<file path="src/rtl/gpu_pkg.sv">
// Shared FMA/memory constants and types; the memory block imports the same
// line width and slot layout.
package gpu_pkg;

  localparam int unsigned FMA_COUNT   = 2;
  localparam int unsigned WORD_WIDTH  = 16;
  localparam int unsigned SLOTS       = 3;
  localparam int unsigned SET_WIDTH   = FMA_COUNT * WORD_WIDTH;
  localparam int unsigned LINE_WIDTH  = SLOTS * SET_WIDTH;
  localparam int unsigned COUNT_WIDTH = $clog2(SLOTS + 1);
  localparam int unsigned DROP_WIDTH  = 8;

  typedef logic [WORD_WIDTH-1:0] word_t;
  // One lockstep result set: FMA i occupies word i.
  typedef word_t [FMA_COUNT-1:0] set_t;
  // One cache line: slot k holds set k, slot 0 in the low bits.
  typedef set_t [SLOTS-1:0] line_t;

  typedef enum logic {WB_FILL, WB_FULL} wb_state_t;

endpackage

</file>
<file path="src/rtl/fma_write_buffer.sv">
// Packs consecutive FMA result sets into one cache line and holds it with a
// level valid until the controller acknowledges the memory has taken it.
// Optional feature macro: FMA_WB_DROP_COUNT_EN adds an 8-bit saturating
// dropped-result counter output (drop_count_out).
module fma_write_buffer
  import gpu_pkg::*;
(
  input  logic                   clk_in,
  input  logic                   rst_in,
  input  logic [SET_WIDTH-1:0]   fma_c_in,
  input  logic                   fma_valid_in,
  input  logic                   flush_in,
  input  logic                   buffer_read_in,
  output logic [LINE_WIDTH-1:0]  line_out,
  output logic                   line_valid_out,
  output logic [COUNT_WIDTH-1:0] fill_count_out,
  output logic                   overflow_out
`ifdef FMA_WB_DROP_COUNT_EN
  ,
  output logic [DROP_WIDTH-1:0]  drop_count_out
`endif
);

  wb_state_t              state_q;
  line_t                  line_q;
  logic [COUNT_WIDTH-1:0] count_q;
  logic                   line_valid_q;
  logic                   overflow_q;

  line_t                  line_cap_c;
  logic [COUNT_WIDTH-1:0] count_cap_c;
  logic                   publish_c;
  line_t                  line_restart_c;
  logic                   drop_c;

  // Capture datapath: the line/count after this cycle's result is written,
  // plus the cleared line seeded with a result arriving alongside an ack.
  always_comb begin
    line_cap_c  = line_q;
    count_cap_c = count_q;
    if (fma_valid_in && (count_q < COUNT_WIDTH'(SLOTS))) begin
      line_cap_c[count_q] = set_t'(fma_c_in);
      count_cap_c         = count_q + COUNT_WIDTH'(1);
    end
    // Flush sees the post-capture count so a same-cycle result is included.
    publish_c = (count_cap_c == COUNT_WIDTH'(SLOTS)) ||
                (flush_in && (count_cap_c != '0));
    line_restart_c = '0;
    if (fma_valid_in) begin
      line_restart_c[0] = set_t'(fma_c_in);
    end
    drop_c = (state_q == WB_FULL) && fma_valid_in && !buffer_read_in;
  end

  // Fill/full state machine with registered line, count, valid and overflow.
  always_ff @(posedge clk_in) begin
    if (rst_in) begin
      state_q      <= WB_FILL;
      line_q       <= '0;
      count_q      <= '0;
      line_valid_q <= 1'b0;
      overflow_q   <= 1'b0;
    end else begin
      case (state_q)
        WB_FILL: begin
          line_q  <= line_cap_c;
          count_q <= count_cap_c;
          if (publish_c) begin
            state_q      <= WB_FULL;
            line_valid_q <= 1'b1;
          end
        end
        WB_FULL: begin
          if (buffer_read_in) begin
            line_q       <= line_restart_c;
            count_q      <= fma_valid_in ? COUNT_WIDTH'(1) : COUNT_WIDTH'(0);
            line_valid_q <= 1'b0;
            state_q      <= WB_FILL;
          end else if (drop_c) begin
            overflow_q <= 1'b1;
          end
        end
        default: begin
          state_q <= WB_FILL;
        end
      endcase
    end
  end

`ifdef FMA_WB_DROP_COUNT_EN
  logic [DROP_WIDTH-1:0] drop_count_q;

  // Saturating count of results dropped while the line waits for its ack.
  always_ff @(posedge clk_in) begin
    if (rst_in) begin
      drop_count_q <= '0;
    end else if (drop_c && (drop_count_q != {DROP_WIDTH{1'b1}})) begin
      drop_count_q <= drop_count_q + DROP_WIDTH'(1);
    end
  end

  assign drop_count_out = drop_count_q;
`endif

  assign line_out       = LINE_WIDTH'(line_q);
  assign line_valid_out = line_valid_q;
  assign fill_count_out = count_q;
  assign overflow_out   = overflow_q;

endmodule

</file>
<file path="config.mk">
export PLATFORM = sky130hd
export DESIGN_NAME = fma_write_buffer
export DESIGN_NICKNAME = d
export VERILOG_FILES = /design/src/rtl/gpu_pkg.sv /design/src/rtl/fma_write_buffer.sv
export SDC_FILE = /design/constraint.sdc
export NUM_CORES = 1
export LEC_CHECK = 0
export ABC_AREA = 1
export BUFFER_PORTS_ARGS = -buffer_cell sky130_fd_sc_hd__buf_2
export CAP_MARGIN = 20
export CORE_UTILIZATION = 40
export CTS_CLUSTER_DIAMETER = 150
export DETAILED_ROUTE_END_ITERATION = 16
export PLACE_DENSITY_LB_ADDON = 0.15
export SYNTH_ARGS = -nofsm -noshare
export SYNTH_HDL_FRONTEND = slang
export SYNTH_SLANG_ARGS = --single-unit
</file>
<file path="constraint.sdc">
create_clock -name clk_in -period 1.8 [get_ports clk_in]
set_clock_uncertainty 0.1 [all_clocks]
set_input_delay 0.09 -clock clk_in [delete_from_list [all_inputs] [get_ports clk_in]]
set_output_delay 0.09 -clock clk_in [all_outputs]
set_load 0.01 [all_outputs]
</file>
* Word-level counts from Yosys, hierarchy flattened
Cells that the tools add are included.
** Storage, ports and cells
- Input port bits :: 37
- Output and inout bits :: 100
- Register bits :: 101
- Word-level logic and storage cells :: 48
** Cells by class
- Multiplexer cells :: 17
- Equality and inequality tests :: 4
- Add/subtract/negate cells :: 1
- Order comparisons :: 3
- Bitwise gates (word level) :: 2
- Reductions and logical operators :: 11
** Operators by type and width (number)
- 96-bit two-way mux :: 2
- 96-bit case mux with 2 select lines :: 1
- 96-bit bitwise mux :: 1
- 32-bit demux with 2-bit select :: 1
- 32-bit two-way mux :: 2
- 2-bit inequality test (second input constant) :: 3
- 1-bit logical AND :: 5
- 1-bit two-way mux :: 5
- 2-bit two-way mux :: 2
- 1-bit case mux with 2 select lines :: 2
- 2-bit case mux with 2 select lines :: 1
- 2-bit AND reduction :: 2
- 2-bit by 3-bit < comparator with 1-bit output (second input constant) :: 1
- 3-bit AND reduction :: 1
- 2-bit by 1-bit adder with 2-bit output (second input constant) :: 1
- 2-bit == test (second input constant) :: 1
- 2-bit by 1-bit greater-or-equal comparator with 1-bit output (second input constant) :: 1
- 2-bit < comparator (second input constant) :: 1
- 1-bit NOT :: 2
- 2-bit nonzero test :: 1
- 1-bit zero test :: 1
- 1-bit logical OR :: 1

* Logic depth before layout (Yosys ltp)
Gate-level depths: netlist of run 1.
- Depth after elaboration :: 8
- Gate-level depth with buffers :: 10
- Gate-level depth less buffers :: 10

* Worst setup path after synthesis of run 1
Ideal clock, no wire load.
- Path type :: register to register
- From :: reg count_q[0] (netlist: fill_count_out[0])
- To :: reg line_q (netlist bit line_out[65])
- Cell stages (with the launch flop) :: 11
- Path slack :: 0.153 ns
- Period minus slack after synthesis :: 1.647 ns
- Path buffers :: 1
- Arrival :: 1.430 ns
- Data required time :: 1.583 ns
- Library setup time :: 0.117 ns
- Cells stage by stage :: dfxtp_1 -> inv_1 -> ha_1 -> inv_1 -> nor2_1 -> nand2_1 -> nand2_1 -> inv_2 -> buf_2 -> a21oi_1 -> nor2_1
** On the way
- Word-level cells in the longest chain between the ends :: 7
- Elaborated cells on any way between the ends :: 12
- Classes of those cells :: order compare: 3; eq/ne: 1; mux: 5; reduce/logical: 3
** Ends and longest elaborated chain
- start, declared :: RTL line fma_write_buffer.sv:26 : logic [COUNT_WIDTH-1:0] count_q;
- start signal, assigned :: RTL line fma_write_buffer.sv:67 : count_q <= count_cap_c;
- start signal, assigned :: RTL line fma_write_buffer.sv:76 : count_q <= fma_valid_in ? COUNT_WIDTH'(1) : COUNT_WIDTH'(0);
- 2-bit by 3-bit < comparator with 1-bit output (implied by the code) / 2-bit by 1-bit greater-or-equal comparator with 1-bit output (equally long branches) :: RTL line fma_write_buffer.sv:42 : line_cap_c[count_q] = set_t'(fma_c_in);
- 1-bit logical AND (implied by the code) :: RTL line fma_write_buffer.sv:42
- 32-bit two-way mux (implied by the code) :: RTL line fma_write_buffer.sv:42
- 32-bit demux with 2-bit select :: RTL line fma_write_buffer.sv:42
- 96-bit bitwise mux :: RTL line fma_write_buffer.sv:42
- 96-bit two-way mux :: RTL line fma_write_buffer.sv:41 : if (fma_valid_in && (count_q < COUNT_WIDTH'(SLOTS))) begin
- 96-bit case mux with 2 select lines :: RTL line fma_write_buffer.sv:64 : case (state_q)
- end signal, assigned :: RTL line fma_write_buffer.sv:66 : line_q <= line_cap_c;
- end signal, assigned :: RTL line fma_write_buffer.sv:75 : line_q <= line_restart_c;
- end, declared :: RTL line fma_write_buffer.sv:25 : line_t line_q;
Several ways; a longest one is shown, not always the timed one. The select of a mux whose other input is x is not followed.
A chain may end at the register's enable or synchronous reset.

* Worst setup path after layout of run 1
- From :: reg count_q[0] (netlist: fill_count_out[0])
- To :: reg line_q (netlist bit line_out[18])
The elaborated chain is that of the path after synthesis.

==> results.json, run 1 <==
{
  "number_of_nets_produced_by_synthesis": 523,
  "cp_cell_sequence": "ha_1, inv_1, nand2_2, buf_4, o21ai_4, buf_4, clkbuf_16, a21oi_1",
  "routability_congestion": 0.787,
  "setup_viol": 0,
  "worst-slew-pin-transition_ps": 413,
  "seq_power_share_pct": 45.8,
  "timing.critical_path.slowest_cell_delay_ps": 360,
  "cts_made_buffers": 9,
  "fp.coreArea_um2": 9240,
  "syn_area_um2": 3810,
  "mostFrequentLayoutCell": "sky130_fd_sc_hd__buf_2",
  "worst_skew_late_latency_ps": 350,
  "route.vias.total": 4088,
  "timing.critical_path.arrival_ps": 1890,
  "post_dp_cell_area_um2": 4680,
  "post_drt_wl_per_cell_um": 15.7,
  "synth_largest_area_cell": "sky130_fd_sc_hd__dfxtp_1",
  "clock_power_share_pct": 25.9,
  "first_pass_iters": 5,
  "cts_num_sinks": 101,
  "setup_total_negative_slack_ps": 0,
  "post_layout_instance_area_um2": 5370,
  "p_per_area_nw_per_um2": 1080,
  "vias_per_cell": 5.25,
  "wl_mm": 12.2,
  "cts.reportedPaths.clkPinSlew_ps": 100,
  "grt_pass1_wl_mm": 18.9,
  "grt_setup_unrepaired": "yes",
  "critical_path.slowest_cell": "sky130_fd_sc_hd__dfxtp_2",
  "hp-start": "buffer_read_in",
  "worst_ir_drop_vdd_uv": 563,
  "power.internal_uw": 3870,
  "timing.max_cap.violations": 0,
  "final_max_slew_viol_count": 0,
  "hpwlAfterDp_mm": 7.26,
  "post_synth.cell_area_avg_um2": 7.90,
  "fp-row-count": 35,
  "cts.path.max_buffers": 2,
  "timing.slew.headroom_pct": 72.5,
  "max_freq_ghz": 0.570,
  "ys_seq_area_share_pct": 53.1,
  "setup.worst_path.end_class": "register",
  "critical_path.n_buffers_inverters": 4,
  "timing.critical_path.mode_cell": "sky130_fd_sc_hd__buf_4",
  "min_path_type": "in -> reg",
  "grt_overflow_total": 0,
  "vias_in_the_first_global_route": 3744,
  "yosysWarningCount": 0,
  "tritoncts": "yes",
  "cp_required_ps": 1930,
  "p_leak_uw": 0.00246,
  "floorplan.die.height_um": 99.6,
  "postRouteAntennaNets": 0,
  "layout-drive-gt1-share_pct": 28.6,
  "worst-path-max-fanout": 16,
  "num_antenna_cells": 0,
  "start_util_pct": 41.2,
  "total_switching_power_uw": 1910,
  "synthesis.instances": 482,
  "yosys-top-cells-area": "sky130_fd_sc_hd__dfxtp_1 (53%), sky130_fd_sc_hd__a21oi_1 (13%), sky130_fd_sc_hd__nand3_1 (8.9%), sky130_fd_sc_hd__o21ai_0 (7.8%), sky130_fd_sc_hd__nand2_1 (4.7%)",
  "sort_of_element_at_the_start_of_the_critical_path": "register",
  "synth_top_area_share_pct": 53.1,
  "worstSetupPathType": "reg -> reg",
  "final_cell_mix": "sky130_fd_sc_hd__buf_2 (136), sky130_fd_sc_hd__dfxtp_1 (99), sky130_fd_sc_hd__a21oi_1 (97)",
  "chipWidth_um": 99.6,
  "antenna_found_initial": 0,
  "timing.final.hold_violations": 0,
  "switching_share_pct": 33.1,
  "design.portCount": 137,
  "final_nets": 686,
  "fp.dieArea_um2": 9920,
  "flow.area_growth_from_synthesis_pct": 41.0,
  "cpLargestDelayFamily": "buffers and inverters",
  "drt_iter0_drc": 184,
  "grt_start_max_net_pins": 67,
  "cts_root_buffer": "sky130_fd_sc_hd__clkbuf_8",
  "drc_errors": 0,
  "outcome": "completed",
  "numPortBuffers": 136,
  "crit-reg2reg-launch": "fill_count_out[0]",
  "final_min_period_over_clock_period_pct": 97.5,
  "cts_max_level": 3,
  "post-route-min-period_ps": 1750,
  "track_usage_pct": 23.9,
  "pwr-share-comb_pct": 28.2,
  "synth_cell_type_count": 18,
  "worstSetupStartpoint": "fill_count_out[0]",
  "yosys_register_bits": 101
}
[kinds of logic after synthesis]
| logic type | after synthesis | share of synthesized area [%] |
|---|---|---|
| DFF | 101 | 53.1 |
| adders and majority gates | 4 | 1.31 |
| and+or+nand+nor | 157 | 17.8 |
| buffers and inverters | 55 | 5.95 |
| AOI/OAI and AO/OA | 165 | 21.8 |
[flip-flops by register name, indices dropped and copies added (netlist names)]
register        flops
fill_count_out      2
line_valid_out      1
overflow_out        1
line_out           96
state_q             1
[worst paths after layout]
check	endpoint	slack (ps)	cells past startpoint
hold / removal	fill_count_out[1]	100	6
hold reg to reg	line_out[61]	380	2
setup / recovery	line_out[18]	50	8
setup reg to reg	line_out[18]	50	8
[synth_stat cells]
cell,count
sky130_fd_sc_hd__o22ai_1,1
sky130_fd_sc_hd__o21ai_1,6
sky130_fd_sc_hd__inv_1,11
sky130_fd_sc_hd__buf_1,1
sky130_fd_sc_hd__a21oi_1,97
sky130_fd_sc_hd__o21ai_2,1
sky130_fd_sc_hd__inv_2,3
sky130_fd_sc_hd__buf_2,14
sky130_fd_sc_hd__dfxtp_1,101
sky130_fd_sc_hd__ha_1,4
sky130_fd_sc_hd__nand3b_1,1
sky130_fd_sc_hd__a31oi_1,1
sky130_fd_sc_hd__clkbuf_2,2
sky130_fd_sc_hd__nand2_1,48
sky130_fd_sc_hd__o21ai_0,59
sky130_fd_sc_hd__nand3_1,68
sky130_fd_sc_hd__nor2_1,40
sky130_fd_sc_hd__clkbuf_1,24
[power groups by stage]
stage,Clock [uW],Combinational (uW),Sequential (uW)
2_1_floorplan,0,680,2820
3_3_place_gp,0,1400,2690
3_5_place_dp,0,1420,2690
4_1_cts,1520,1500,2640
5_1_grt,1620,1810,2680
6_report,1500,1630,2650
[final cells by class]
cell class	instances	area (um^2)
clock buffer	10	138
clock inverter	6	70.1
fill	866	3870
inverter	14	57.6
multi-input combinational	326	1590
sequential	101	2020
tap	129	161
timing repair buffer	193	1330
[tightest hold or removal path, stage by stage]
cell,delay (ps)
sky130_fd_sc_hd__buf_2,90
sky130_fd_sc_hd__inv_1,50
sky130_fd_sc_hd__nand2_1,110
sky130_fd_sc_hd__nor2_1,50
sky130_fd_sc_hd__nor2_1,90
sky130_fd_sc_hd__nor2_1,40
[stage by stage]
step	worst slack, ps	util [%]	hold slack, ps	cells	power [uW]
floorplan	153	-	128	482	3500
global placement	117	50.7	256	723	4090
detailed placement	0.177	50.7	260	723	4110
CTS	2.75	56.8	93.5	774	5660
global route	-31.1	58.1	139	779	6100
finish	45.7	58.1	104	779	5780
[per-layer routing]
layer | vias up | GRT usage, % | part of all wire [%]
li1 | 1977 | - | -
met1 | 1955 | 32.2 | 45
met2 | 148 | 39.4 | 47
met3 | 8 | 4.64 | 6.7
met4 | 0 | 5.88 | 0.65
met5 | - | 0 | 0
[timing repair]
action / CTS / global route
buffers inserted: 0 / 2
setup endpoints to repair: 22 / 96
pin swaps: 0 / 1
hold buffers: 35 / 0
cloned: 0 / 3
endpoints found under the hold margin: 98 / 0
gates resized for setup: 3 / 12
No activity file was read; power rests on OpenSTA's default activity.
==> run 2, diff against run 1 <==
CTS_BUF_LIST = sky130_fd_sc_hd__clkbuf_16   (was unset)
==> run 2 against run 1 <==
Compared with the run above:
- via count down 1.0%
- die area unchanged
- critical path depth stayed put
- register-to-register slack is essentially flat
- total power increased by 7.4%
- sequential cell count did not move
- first-iteration DRC count grew 16%
- global-route usage increased by 0.26 points
- final cell count down 0.26%
- combinational power hardly changed
- clock power increased by 30%
- largest cell class unchanged
- largest power group unchanged
- highest routed layer unchanged
==> results.json, run 2 (same netlist as run 1, synthesis figures left out) <==
{
  "outcome": "completed",
  "layout-drive-gt1-share_pct": 28.4,
  "min_path_type": "in -> reg",
  "timing.slew.headroom_pct": 72.9,
  "fp.coreArea_um2": 9240,
  "cts_num_sinks": 101,
  "crit-reg2reg-launch": "fill_count_out[0]",
  "antenna_found_initial": 0,
  "vias_per_cell": 5.21,
  "cp_required_ps": 1930,
  "cts_made_buffers": 9,
  "worst_skew_late_latency_ps": 340,
  "route.vias.total": 4046,
  "post-route-min-period_ps": 1750,
  "grt_start_max_net_pins": 67,
  "final_nets": 684,
  "design.portCount": 137,
  "worst_ir_drop_vdd_uv": 513,
  "final_max_slew_viol_count": 0,
  "post_drt_wl_per_cell_um": 15.6,
  "num_antenna_cells": 0,
  "fp-row-count": 35,
  "mostFrequentLayoutCell": "sky130_fd_sc_hd__buf_2",
  "wl_mm": 12.1,
  "flow.area_growth_from_synthesis_pct": 42.6,
  "timing.critical_path.arrival_ps": 1880,
  "cts.path.max_buffers": 2,
  "max_freq_ghz": 0.570,
  "drt_iter0_drc": 214,
  "fp.dieArea_um2": 9920,
  "timing.max_cap.violations": 0,
  "final_core_util_pct": 58.8,
  "start_util_pct": 41.2,
  "post_dp_cell_area_um2": 4680,
  "routedLengthMet1_mm": 5.36,
  "cts_root_buffer": "sky130_fd_sc_hd__clkbuf_16",
  "final_min_period_over_clock_period_pct": 97.5,
  "highest_layer_used_for_signal_routing": "met4",
  "r2r.worst_path.cells": 8,
  "final_cell_count_no_fill": 777,
  "setup_viol": 0,
  "grt_overflow_total": 0,
  "final_cell_mix": "sky130_fd_sc_hd__buf_2 (136), sky130_fd_sc_hd__dfxtp_1 (100), sky130_fd_sc_hd__a21oi_1 (97)",
  "worstSetupPathType": "reg -> reg",
  "post_layout_instance_area_um2": 5430,
  "track_usage_pct": 24.1,
  "timing.critical_path.to": "line_out[1]",
  "cts.reportedPaths.clkPinSlew_ps": 70,
  "floorplan.die.height_um": 99.6,
  "place.detailed.instances": 723,
  "p_leak_uw": 0.00249,
  "first_pass_iters": 5,
  "postRouteAntennaNets": 0,
  "numPortBuffers": 136,
  "tritoncts": "yes",
  "routed-wl-met3_um": 851,
  "routability_congestion": 0.787,
  "timing.final.hold_violations": 0,
  "grt_setup_unrepaired": "yes",
  "cts_max_level": 3,
  "worstSetupStartpoint": "fill_count_out[0]",
  "grt_pass1_wl_mm": 19.0,
  "setup.worst_path.end_class": "register",
  "sort_of_element_at_the_start_of_the_critical_path": "register",
  "drc_errors": 0,
  "r2r-end": "line_out[1]",
  "vias_in_the_first_global_route": 3742,
  "setup_total_negative_slack_ps": 0,
  "largest_register_ffs": 96,
  "detailroute.wirelength.met2_mm": 5.79,
  "hpwlAfterDp_mm": 7.26,
  "worst-slew-pin-transition_ps": 406,
  "p_per_area_nw_per_um2": 1140,
  "reg2reg_setup_slack_ps": 50,
  "worst-path-max-fanout": 16,
  "chipWidth_um": 99.6
}
==> run 2: power by group <==
part	switching (uW)	total, uW	leakage [uW]	internal, uW
clock network	868	1950	0.000141	1080
registers	136	2650	0.000827	2510
logic	956	1600	0.00152	648
total	1960	6200	0.00249	4240
==> run 2: repair_timing <==
item / in CTS / in global routing
gates resized for setup: 2 / 12
buffers inserted: 0 / 2
pin swaps: 0 / 1
setup endpoints to repair: 12 / 96
cloned: 0 / 2
hold endpoints to repair: 97 / 0
hold buffers: 34 / 0
==> run 2: worst min-delay path by stage <==
stage | startpoint | to | slack, ps | cells after the start
2_1_floorplan | fma_c_in[15] | line_out[79] | 130 | 2
3_3_place_gp | fma_c_in[31] | line_out[95] | 260 | 3
3_5_place_dp | fma_c_in[13] | line_out[77] | 260 | 3
4_1_cts | flush_in | line_valid_out | 20 | 5
5_1_grt | flush_in | line_valid_out | 70 | 5
6_report | flush_in | line_valid_out | 20 | 5
==> run 2: critical path: stages, from the launching register on <==
cell,delay [ps]
sky130_fd_sc_hd__dfxtp_2,350
sky130_fd_sc_hd__ha_1,190
sky130_fd_sc_hd__inv_1,90
sky130_fd_sc_hd__nand2_2,100
sky130_fd_sc_hd__buf_4,150
sky130_fd_sc_hd__o21ai_4,220
sky130_fd_sc_hd__buf_4,190
sky130_fd_sc_hd__clkbuf_16,170
sky130_fd_sc_hd__a21oi_1,80
==> run 2: metal layers <==
layer | vias to the layer above | GRT usage, %
met5 | - | 0
met4 | 0 | 6.22
met3 | 8 | 5.69
met2 | 146 | 38.8
met1 | 1924 | 32.6
li1 | 1968 | -
==> run 2: layout make-up <==
cell class	count	area [um^2]
inverters	14	57.6
flip-flops and latches	101	2020
clock inverters	7	73.8
multi-input cells	326	1600
well taps	129	161
fillers	860	3810
repair buffers	191	1290
clock buffers	9	225
==> run 2: stage by stage <==
step | hold WS, ps | power [uW] | worst slack (ps)
finish | 23.4 | 6200 | 45.0
global route | 68.1 | 6530 | -31.7
CTS | 20.9 | 6120 | 6.81
detailed placement | 260 | 4110 | 0.177
global placement | 256 | 4090 | 117
floorplan | 128 | 3500 | 153
==> run 3, diff against run 2 <==
SETUP_SLACK_MARGIN = 0.05   (was unset)
==> run 3 against run 2 <==
Compared with the run above:
- setup slack improved by 38 ps
- sequential power barely moved
- first-iteration DRC count up 0.93%
- final area is 2.5% higher
- final cell count increased by 0.90%
- clock-buffer cell count unchanged
==> results.json, run 3 (same netlist as run 1, synthesis figures left out) <==
{
  "wl_mm": 12.7,
  "worst_skew_late_latency_ps": 340,
  "min_path_type": "in -> reg",
  "grt_overflow_total": 0,
  "power.internal_uw": 4340,
  "grt_start_max_net_pins": 67,
  "mostFrequentLayoutCell": "sky130_fd_sc_hd__buf_2",
  "track_usage_pct": 24.6,
  "total_switching_power_uw": 2020,
  "max_freq_ghz": 0.582,
  "timing.max_cap.violations": 0,
  "worst-path-max-fanout": 16,
  "p_leak_uw": 0.00255,
  "routability_congestion": 0.787,
  "post-route-worst-setup-slack_ps": 83.1,
  "timing.critical_path.arrival_ps": 1840,
  "clock_power_share_pct": 30.7,
  "largest_register_ffs": 96,
  "timing.final.hold_violations": 0,
  "numPortBuffers": 136,
  "chipWidth_um": 99.6,
  "fp.dieArea_um2": 9920,
  "start_util_pct": 41.2,
  "design.portCount": 137,
  "worst_ir_drop_vdd_uv": 508,
  "sort_of_element_at_the_start_of_the_critical_path": "register",
  "cts_num_sinks": 101,
  "final_max_slew_viol_count": 0,
  "worst-slew-pin-transition_ps": 390,
  "vias_per_cell": 5.26,
  "grt_pass1_wl_mm": 19.3,
  "timing.slew.headroom_pct": 74.0,
  "setup_total_negative_slack_ps": 0,
  "first_pass_iters": 5,
  "cts_made_buffers": 9,
  "cts.path.max_buffers": 2,
  "post-route-min-period_ps": 1720,
  "cts_max_level": 3,
  "vias_in_the_first_global_route": 3764,
  "postRouteAntennaNets": 0,
  "flow.area_growth_from_synthesis_pct": 46.1,
  "drc_errors": 0,
  "p_per_area_nw_per_um2": 1140,
  "drt_iter0_drc": 216,
  "seq_power_share_pct": 41.7,
  "final_nets": 691,
  "setup.worst_path.end_class": "register",
  "antenna_found_initial": 0,
  "fp-row-count": 35,
  "setup_viol": 0,
  "layout-drive-gt1-share_pct": 29.8,
  "final_cell_mix": "sky130_fd_sc_hd__buf_2 (136), sky130_fd_sc_hd__dfxtp_1 (100), sky130_fd_sc_hd__a21oi_1 (95)",
  "route.vias.total": 4126,
  "post_drt_wl_per_cell_um": 16.2,
  "switching_share_pct": 31.8,
  "outcome": "completed",
  "hpwlAfterDp_mm": 7.26,
  "final_min_period_over_clock_period_pct": 95.4,
  "num_antenna_cells": 0,
  "floorplan.die.height_um": 99.6,
  "cts.reportedPaths.clkPinSlew_ps": 70,
  "cts_root_buffer": "sky130_fd_sc_hd__clkbuf_16",
  "fp.coreArea_um2": 9240,
  "worstSetupPathType": "reg -> reg",
  "cp_required_ps": 1930,
  "pwr-share-comb_pct": 27.7,
  "tritoncts": "yes",
  "place_worst_setup_slack_ps": 0.177,
  "grt_setup_unrepaired": "no"
}
==> run 3: cell type report <==
class / instances / area, um^2
well taps: 129 / 161
flip-flops and latches: 101 / 2030
clock inverters: 7 / 73.8
inverters: 14 / 57.6
fillers: 844 / 3670
clock buffers: 9 / 225
multi-input cells: 326 / 1610
repair buffers: 198 / 1410
==> run 3: routing by layer <==
layer / track usage, % / part of all wire [%] / up-vias
met5: 0 / 0 / -
met4: 6.67 / 0.57 / 0
met3: 5.55 / 7.0 / 7
met2: 39.4 / 48 / 157
met1: 33.4 / 45 / 1981
li1: - / - / 1981
==> run 3: repair_timing <==
item	in CTS	in global routing
pin swaps	1	3
gates cloned	1	4
hold buffers	34	0
endpoints found under the setup margin	75	91
endpoints found under the hold margin	97	0
resized for setup	6	28
buffers inserted	1	5
==> run 3: final timing paths <==
path	from	endpoint	slack, ps	cells past startpoint
worst max-delay path	fill_count_out[0]	line_out[1]	80	9
worst min-delay path	flush_in	line_valid_out	20	5
worst max register to register	fill_count_out[0]	line_out[1]	80	9
worst min register to register	overflow_out	overflow_out	370	2
==> run 3: worst max-delay path, cell delays in order (launching register included) <==
cell,delay [ps]
sky130_fd_sc_hd__dfxtp_4,360
sky130_fd_sc_hd__ha_2,180
sky130_fd_sc_hd__inv_2,90
sky130_fd_sc_hd__nand2_4,80
sky130_fd_sc_hd__buf_4,150
sky130_fd_sc_hd__o21ai_4,160
sky130_fd_sc_hd__buf_12,160
sky130_fd_sc_hd__buf_6,120
sky130_fd_sc_hd__buf_16,140
sky130_fd_sc_hd__a21oi_1,80
==> run 3: power groups by stage <==
stage                     Clock (uW)  Combinational [uW]  Sequential [uW]
after floorplan                    0                 680             2820
after global placement             0                1400             2690
after detailed placement           0                1420             2690
after CTS                       1980                1550             2650
after global routing            2080                1940             2680
final                           1950                1760             2650
==> run 3: stage by stage <==
stage	std cells	util, %	cell area [um^2]	hold slack, ps	power [uW]
after global routing	784	60.2	5570	68.1	6690
after detailed placement	723	50.7	4680	260	4110
after CTS	775	58.1	5370	20.9	6170
after floorplan	482	-	3810	128	3500
final	784	60.2	5570	22.5	6360
after global placement	723	50.7	4680	256	4090
